`src/rtl/spike_rate_decoder.sv`:
```
// Spike-train readout stage for the LIF neuron.
// Over fixed windows of enabled cycles it measures the spike count (rate code)
// and the most recent inter-spike interval, then presents each finished window
// on a valid/ready output register. All 8-bit counters saturate at 255.
// The counting state is taken from the registered state, so the cycle in which
// enable falls still counts, and a window that closes in that cycle is still
// delivered. When an overrun and an abort land on the same edge, the abort
// clears overrun.
module spike_rate_decoder #(
  parameter int unsigned WINDOW = 64
) (
  input  logic       clk,
  input  logic       reset_n,
  input  logic       spike,
  input  logic       enable,
  output logic [7:0] rate_out,
  output logic [7:0] isi_out,
  output logic       out_valid,
  input  logic       out_ready,
  output logic       overrun
);

  typedef enum logic {
    IDLE  = 1'b0,
    COUNT = 1'b1
  } state_t;

  localparam logic [15:0] WinLast = 16'(WINDOW - 1);

  state_t      state_q, state_d;
  logic        spike_q;
  logic [15:0] win_cnt_q, win_cnt_d;
  logic [7:0]  spk_cnt_q, spk_cnt_d;
  logic [7:0]  isi_cnt_q, isi_cnt_d;
  logic [7:0]  isi_last_q, isi_last_d;
  logic        have_prev_q, have_prev_d;
  logic [7:0]  rate_q, rate_d;
  logic [7:0]  isi_q, isi_d;
  logic        valid_q, valid_d;
  logic        overrun_q, overrun_d;
  logic        win_end;
  logic [7:0]  result_rate;

  // Input register: the spike level is sampled every cycle, enabled or not.
  always_ff @(posedge clk or negedge reset_n) begin
    if (!reset_n) begin
      spike_q <= 1'b0;
    end else begin
      spike_q <= spike;
    end
  end

  // State register of the idle/count controller.
  always_ff @(posedge clk or negedge reset_n) begin
    if (!reset_n) begin
      state_q <= IDLE;
    end else begin
      state_q <= state_d;
    end
  end

  // Next state, window/ISI counters and output register update.
  always_comb begin
    state_d     = state_q;
    win_cnt_d   = win_cnt_q;
    spk_cnt_d   = spk_cnt_q;
    isi_cnt_d   = isi_cnt_q;
    isi_last_d  = isi_last_q;
    have_prev_d = have_prev_q;
    rate_d      = rate_q;
    isi_d       = isi_q;
    valid_d     = valid_q;
    overrun_d   = overrun_q;
    win_end     = 1'b0;
    result_rate = spk_cnt_q;

    case (state_q)
      IDLE: begin
        if (enable) begin
          state_d = COUNT;
        end
        win_cnt_d   = 16'd0;
        spk_cnt_d   = 8'd0;
        isi_cnt_d   = 8'd0;
        isi_last_d  = 8'd0;
        have_prev_d = 1'b0;
      end
      COUNT: begin
        if (!enable) begin
          state_d = IDLE;
        end
        win_end = (win_cnt_q == WinLast);
        if (spike_q && (spk_cnt_q != 8'hFF)) begin
          result_rate = spk_cnt_q + 8'd1;
        end
        win_cnt_d = win_end ? 16'd0 : (win_cnt_q + 16'd1);
        spk_cnt_d = win_end ? 8'd0 : result_rate;
        if (spike_q) begin
          if (have_prev_q) begin
            isi_last_d = isi_cnt_q;
          end
          isi_cnt_d   = 8'd1;
          have_prev_d = 1'b1;
        end else if (isi_cnt_q != 8'hFF) begin
          isi_cnt_d = isi_cnt_q + 8'd1;
        end
      end
      default: begin
        state_d = IDLE;
      end
    endcase

    if (win_end) begin
      if (!valid_q || out_ready) begin
        rate_d  = result_rate;
        isi_d   = isi_last_d;
        valid_d = 1'b1;
      end else begin
        overrun_d = 1'b1;
      end
    end else if (valid_q && out_ready) begin
      valid_d = 1'b0;
    end

    if ((state_q == COUNT) && !enable) begin
      overrun_d = 1'b0;
    end
  end

  // Measurement counters and the output register.
  always_ff @(posedge clk or negedge reset_n) begin
    if (!reset_n) begin
      win_cnt_q   <= 16'd0;
      spk_cnt_q   <= 8'd0;
      isi_cnt_q   <= 8'd0;
      isi_last_q  <= 8'd0;
      have_prev_q <= 1'b0;
      rate_q      <= 8'd0;
      isi_q       <= 8'd0;
      valid_q     <= 1'b0;
      overrun_q   <= 1'b0;
    end else begin
      win_cnt_q   <= win_cnt_d;
      spk_cnt_q   <= spk_cnt_d;
      isi_cnt_q   <= isi_cnt_d;
      isi_last_q  <= isi_last_d;
      have_prev_q <= have_prev_d;
      rate_q      <= rate_d;
      isi_q       <= isi_d;
      valid_q     <= valid_d;
      overrun_q   <= overrun_d;
    end
  end

  assign rate_out  = rate_q;
  assign isi_out   = isi_q;
  assign out_valid = valid_q;
  assign overrun   = overrun_q;

endmodule

```
`config.mk`:
```
export PLATFORM = sky130hd
export DESIGN_NAME = spike_rate_decoder
export DESIGN_NICKNAME = d
export VERILOG_FILES = /design/src/rtl/spike_rate_decoder.sv
export SDC_FILE = /design/constraint.sdc
export NUM_CORES = 1
export LEC_CHECK = 0
export CAP_MARGIN = 20
export CORE_MARGIN = 10
export CORE_UTILIZATION = 62
export CTS_CLUSTER_SIZE = 28
export DETAILED_ROUTE_END_ITERATION = 8
export PLACE_DENSITY_LB_ADDON = 0.25
export SYNTH_ARGS = -nofsm -noshare
export SYNTH_HDL_FRONTEND = slang
export SYNTH_SLANG_ARGS = --single-unit
```
`constraint.sdc`:
```
create_clock -name clk -period 3.9 [get_ports clk]
set_clock_uncertainty 0.05 [all_clocks]
set_input_delay 1.17 -clock clk [delete_from_list [all_inputs] [get_ports clk]]
set_output_delay 1.17 -clock clk [all_outputs]
set_load 0.03 [all_outputs]
```
* Yosys cells after proc, flatten, opt, wreduce, memory -nomap -nowiden
Index checks and enable logic that the tools add are counted.
Word-level totals: input bits 5, logic and storage cells 55, bits in registers 61
Operators by class: $add $sub $neg 3, equality and inequality tests 7, bitwise logic cells 1, multiplexer cells 22, reductions and logical operators 11
Operators by type and width (number):
- $mux 8 | 7
- $pmux 8 s2 | 3
- $pmux 16 s2 | 1
- $add 16x1->16 const B | 1
- $add 8x1->8 const B | 2
- $eq 16x6->1 const B | 1
- $mux 16 | 1
- $ne 8x8->1 const B | 2
- $mux 1 | 9
- $ne 2x1->1 const B | 3
- $reduce_and 2->1 | 3
- $reduce_bool 2->1 | 2
- $logic_and 1x1->1 | 3
- $ne 3x1->1 const B | 1
- $logic_not 1->1 | 2
- $pmux 1 s2 | 1
- $logic_or 1x1->1 | 1
- $not 1->1 | 1

* Logic depth before layout (Yosys ltp)
Gate-level depths: netlist (run 1).
depth after elaboration 5, gate-level depth with buffers 6, mapped depth without buffers 5

* Least setup slack after synthesis (run 1)
Ideal clock, no wire load.
path kind input-to-reg, from input out_ready, to register isi_q[6] (netlist: isi_out[6]), required time 3725 ps, stages 5, path slack 1505 ps, arrival 2220 ps, path buffers 1, cells stage by stage nor2b_1 > nand2b_1 > nor4_4 > buf_8 > mux2_4
Between the ends: longest elaborated chain between the ends 2
RTL lines:
- from (decl) | line 19 | input logic out_ready,
- $logic_or 1x1->1 | line 114 | if (!valid_q || out_ready) begin
- $reduce_and 2->1 (no line)
- to (signal assigned) | line 149 | isi_q <= isi_d;
- to (decl) | line 38 | logic [7:0] isi_q, isi_d;
No other way between the ends. A chain may end at the register's enable or synchronous reset.

* Worst setup path after layout (run 1)
from input out_ready, to register rate_q[6] (netlist: rate_out[6])
Between the ends: longest elaborated chain between the ends 2
RTL lines:
- $logic_or 1x1->1 | line 114
- $reduce_and 2->1 (no line)
- to (signal assigned) | line 148 | rate_q <= rate_d;
- to (decl) | line 37 | logic [7:0] rate_q, rate_d;
No other way between the ends.

==> flow_summary.ini, run 1 <==
[power_and_ir_drop]
power.density_nw_per_um2 = 379
peakVddDrop_v = 0.000292
leakagePower_nw = 1.46

[global_route]
grt_pass1_wl_mm = 9.09
grt_antenna_before_repair = 0
track_usage = 0.150
first_global_vias = 2001
overflow = 0
grt_max_degree = 37

[placed_design]
port_buffers = 22
gp_congestion = 0.869
place_hpwl_mm = 3.57

[finish]
final_common_cell = dfrtp_1
most-common-layout-cells = 61 x dfrtp_1, 22 x nor2_1, 22 x nand2_1
layout-drive-gt1-share = 0.118
syn_to_final_growth_pct = 16.4
antenna_cells = 0
final_nets = 293

[synthesis]
synth_cell_types = 43
ys_ff_latch = 61
synth_area_per_cell_sq_um = 10.8
syn_nets = 266
async_reset_ff_frac = 1.00
syn_area_sq_um = 2800
synth_flop_cell = dfrtp_1
syn_inst = 258
ys_seq_area_frac = 0.546
synth_warnings = 0
synth_edf_count = 0

[setup_path]
worstSetupStartpointType = primary input
path_max_fanout = 10
rr_endpoint = rate_out[6]
critPathTopFamily = buffers and inverters
reg2reg_from = win_cnt_q[7]
required_ns = 4.06
cp_slowest_cell = clkdlybuf4s50_1
r2r_slack_ns = 1.50
cp_cell_sequence = clkdlybuf4s50_1, nor2b_1, nand2b_1, nor4_4, buf_4, mux2_4
path_class = in2reg
rr_worst_depth = 4
endpoint_kind = register
critPathMaxStageDelay_ns = 0.45
cp_num_buf_inv = 2
critPathLaunch = out_ready
arrival_ns = 2.93

[die]
io_pins = 23
die_area_sq_um = 7590
die_y_um = 87.1
start_util = 0.642
rows = 24
die_width_um = 87.1
core_sq_um = 4350

[detailed_routing]
avgRoutedWirePerCell_um = 15.5
routed_wl_mm = 5.28
drt_first_iter_violations = 94
ant_nets = 0
drt-vias-per-instance = 5.87
firstDrtPassIters = 4
post-route-drc-count = 0
vias = 2003

[clock_tree]
cts_tree = yes
clkSinkCount = 61
post_cts_resized = 0
clockBufferDepth = 2
cts_buffers = 9
holdBufCountCts = 0
clk_pin_slew_worst_paths_ns = 0.06
clkLatencyLatePin_ns = 0.33
htree_levels = 3
clock-root-buffer = clkbuf_8
post_cts_buffers = 0

[run]
max-cap-violations = 0

[timing]
worst_hold_slack_ns = 0.436
period_minus_slack_ns = 2.77
setup_viol = 0
period_share = 0.710
rsz0062_at_grt = no
worst_pin_slew_ns = 0.744
hold_violations = 0
maxSlewViolCount = 0
max_freq_mhz = 361
slew_headroom = 0.501
fin_setup_tns_ns = 0

[hold_path]
min_delay_worst_endpoint = win_cnt_q[0]
holdPathStages = 1
hold_path_startpoint = win_cnt_q[0]
hold_path_class = reg2reg

[outcome]
outcome = finished, final reports clean
[worst reg2reg max path: stages (launching register included)]
cell and delay, ns:
dfrtp_1 0.45, or4_4 0.61, nor4_4 0.54, buf_4 0.32
mux2_4 0.32
[final cells by class]
cell class / instances / area [sq um]
Fill cell: 310 / 1100
Tap cell: 52 / 65.1
Sequential cell: 61 / 1530
Clock buffer: 15 / 196
Timing Repair Buffer: 25 / 238
Inverter: 11 / 41.3
Multi-Input combinational cell: 177 / 1190
[cells by family (layout without fill, tap and decap cells)]
family | count (synthesis) | in the layout | share of synthesized area
multiplexers | 20 | 20 | 0.0815
adder cells (fa/ha/maj) | 3 | 3 | 0.0134
flip-flops | 61 | 61 | 0.546
XOR/XNOR | 14 | 14 | 0.0439
buffers and inverters | 20 | 51 | 0.0309
AO/OA/AOI/OAI | 39 | 39 | 0.0945
AND/OR/NAND/NOR | 101 | 101 | 0.190
[metal layers]
| layer | vias to the layer above | global-route usage | part of all wire |
|---|---|---|---|
| li1 | 969 | - | - |
| met2 | 43 | 0.236 | 0.48 |
| met5 | - | 0 | 0 |
| met4 | 0 | 0.0609 | 0.012 |
| met3 | 6 | 0.0581 | 0.057 |
| met1 | 985 | 0.179 | 0.45 |
[sequential cells by signal, indices dropped and copies added, names as in the netlist, 8 cells and up]
signal	cells
isi_last_q	8
spk_cnt_q	8
isi_out	8
win_cnt_q	16
isi_cnt_q	8
rate_out	8
[stage by stage]
step | area (sq um) | utilization | instances | setup WS, ns | power (W)
2_1_floorplan | 2800 | - | 258 | 1.51 | 0.000685
6_report | 3250 | 0.747 | 341 | 1.13 | 0.00124
3_5_place_dp | 3060 | 0.702 | 326 | 0.783 | 0.000710
4_1_cts | 3250 | 0.747 | 341 | 1.13 | 0.00125
3_3_place_gp | 3060 | 0.702 | 326 | 0.800 | 0.000708
5_1_grt | 3250 | 0.747 | 341 | 1.03 | 0.00128
[Yosys cell counts (2+ instances only)]
| cell type | count | area (sq um) |
|---|---|---|
| a21boi_0 | 8 | 60.1 |
| a21oi_1 | 5 | 25.0 |
| a31oi_1 | 4 | 25.0 |
| and2_1 | 3 | 18.8 |
| and3_1 | 5 | 31.3 |
| clkbuf_1 | 8 | 30.0 |
| dfrtp_1 | 61 | 1530 |
| ha_1 | 3 | 37.5 |
| inv_1 | 11 | 41.3 |
| mux2_2 | 6 | 67.6 |
| mux2_4 | 4 | 60.1 |
| mux2i_1 | 10 | 100 |
| nand2_1 | 22 | 82.6 |
| nand2b_1 | 3 | 18.8 |
| nand3_1 | 16 | 80.1 |
| nand4_1 | 7 | 43.8 |
| nor2_1 | 22 | 82.6 |
| nor2b_1 | 3 | 18.8 |
| nor3_1 | 3 | 15.0 |
| nor4_1 | 4 | 25.0 |
| o21a_1 | 2 | 15.0 |
| o21ai_0 | 8 | 40.0 |
| o31ai_1 | 4 | 30.0 |
| or3_1 | 5 | 31.3 |
| xnor2_1 | 5 | 43.8 |
| xor2_1 | 9 | 78.8 |
[how the worst max path moves through the flow]
stage,depth (start not counted),end
floorplan,5,isi_out[6]
global placement,6,rate_out[2]
finish,6,rate_out[6]
global route,6,isi_out[6]
CTS,6,rate_out[2]
detailed placement,6,isi_out[7]
[report_power, final]
part           internal [W]  switching [W]
clock              0.000315       0.000222
sequential         0.000641      0.0000141
combinational     0.0000150      0.0000280
No activity file was read; power rests on OpenSTA's default activity.
==> inputs of run 2 (changes only) <==
--- a/config.mk
+++ b/config.mk
@@ -7,7 +7,7 @@
 export LEC_CHECK = 0
 export CAP_MARGIN = 20
 export CORE_MARGIN = 10
-export CORE_UTILIZATION = 62
+export CORE_UTILIZATION = 52
 export CTS_CLUSTER_SIZE = 28
 export DETAILED_ROUTE_END_ITERATION = 8
 export PLACE_DENSITY_LB_ADDON = 0.25
==> constraint.sdc (replaced) <==
create_clock -name clk -period 2.2 [get_ports clk]
set_clock_uncertainty 0.05 [all_clocks]
set_input_delay 0.66 -clock clk [delete_from_list [all_inputs] [get_ports clk]]
set_output_delay 0.66 -clock clk [all_outputs]
set_load 0.03 [all_outputs]
==> flow_summary.ini, run 2 (same netlist as run 1, synthesis figures left out) <==
[power_and_ir_drop]
swShare = 0.218
p_int_w = 0.00185
p_switching_w = 0.000514
pwr-share-comb = 0.038
seqPwrFrac = 0.489
leakagePower_nw = 1.52
clockPowerShare = 0.473
power.density_nw_per_um2 = 697
peakVddDrop_v = 0.000316

[die]
start_util = 0.540
die_area_sq_um = 8710
core_sq_um = 5170
rows = 26
die_y_um = 93.3
die_width_um = 93.3
io_pins = 23

[setup_path]
critPathMaxStageDelay_ns = 0.68
endpoint_kind = output port
critPathTopFamily = buffers and inverters
path_class = reg2out
cp_num_buf_inv = 1
cp_slowest_cell = clkdlybuf4s50_1
required_ns = 1.49
path_max_fanout = 2
cp_cell_sequence = clkdlybuf4s50_1
arrival_ns = 1.39
worstSetupStartpointType = register

[clock_tree]
cts_tree = yes
clkSinkCount = 61
htree_levels = 3
clockBufferDepth = 2
clock-root-buffer = clkbuf_8
cts_buffers = 9
clk_pin_slew_worst_paths_ns = 0.07
post_cts_buffers = 0
holdBufCountCts = 0
post_cts_resized = 0
clkLatencyLatePin_ns = 0.35

[detailed_routing]
routed_wl_mm = 5.66
drt_first_iter_violations = 147
post-route-drc-count = 0
ant_nets = 0
drt-vias-per-instance = 5.45
avgRoutedWirePerCell_um = 15.3
firstDrtPassIters = 4
vias = 2018

[finish]
antenna_cells = 0
top_register = win_cnt_q
largest_reg_flops = 16
most-common-layout-cells = 61 x dfrtp_1, 22 x nor2_1, 22 x nand2_1
final_common_cell = dfrtp_1
final_cells = 370
layout-drive-gt1-share = 0.153
final_nets = 303
syn_to_final_growth_pct = 21.1

[global_route]
grt_pass1_wl_mm = 9.52
track_usage = 0.138
grtUsageMet2 = 0.213
first_global_vias = 1991
use_met1 = 0.165
grt_antenna_before_repair = 0
grt_max_degree = 21
use_met3 = 0.0496
overflow = 0
grt.busiest_layer = met2

[timing]
maxSlewViolCount = 0
worst_hold_slack_ns = 0.156
period_minus_slack_ns = 2.10
setup_viol = 0
worst_pin_slew_ns = 0.424
slew_headroom = 0.715
period_share = 0.955
hold_violations = 0
max_freq_mhz = 476
rsz0062_at_grt = no

[placed_design]
gp_congestion = 0.785
dp_cells = 354
port_buffers = 22
place_hpwl_mm = 3.92

[hold_path]
hold_path_class = in2async

[outcome]
outcome = finished, final reports clean

[run]
max-cap-violations = 0
run 2: worst paths after layout:
path                                    from  slack, ns  cells after the start           end
worst max-delay path             rate_out[6]        0.1                      1   rate_out[6]
worst min-delay path                 reset_n       0.16                      1  isi_cnt_q[3]
worst max register to register  win_cnt_q[9]       0.18                      4   rate_out[2]
worst min register to register  win_cnt_q[0]       0.44                      1  win_cnt_q[0]
max in group asynchronous            reset_n       1.39                      2  win_cnt_q[6]
min in group clk                win_cnt_q[0]       0.44                      1  win_cnt_q[0]
run 2: stage by stage:
stage,setup slack (ns),utilization,total power (W),cell area [sq um],TNS (ns)
CTS,0.0778,0.655,0.00238,3390,0
floorplan,0.0451,-,0.00121,2800,0
global placement,-0.0119,0.610,0.00126,3160,-0.0461
global route,0.0449,0.655,0.00243,3390,0
detailed placement,-0.0382,0.610,0.00127,3160,-0.379
finish,0.0993,0.655,0.00236,3390,0
run 2: area by class of cell:
type                    count  area (sq um)
fillers                   399          1790
inverters                  11          41.3
multi-input cells         177          1190
well taps                  70          87.6
clock buffers              14           193
flip-flops and latches     61          1530
clock inverters             2          37.5
repair buffers             35           313
run 2: power by group through the flow:
| stage | registers (W) | clock network, W | logic (W) |
|---|---|---|---|
| CTS | 0.00115 | 0.00113 | 0.0000919 |
| global route | 0.00116 | 0.00117 | 0.000103 |
| detailed placement | 0.00118 | 0 | 0.0000914 |
| global placement | 0.00117 | 0 | 0.0000887 |
| finish | 0.00115 | 0.00112 | 0.0000895 |
| floorplan | 0.00117 | 0 | 0.0000478 |
run 2: routing by layer:
layer | share of wire | routed length [um]
met5 | 0 | 0
met2 | 0.46 | 2620
met1 | 0.45 | 2560
met3 | 0.061 | 345
met4 | 0.023 | 130
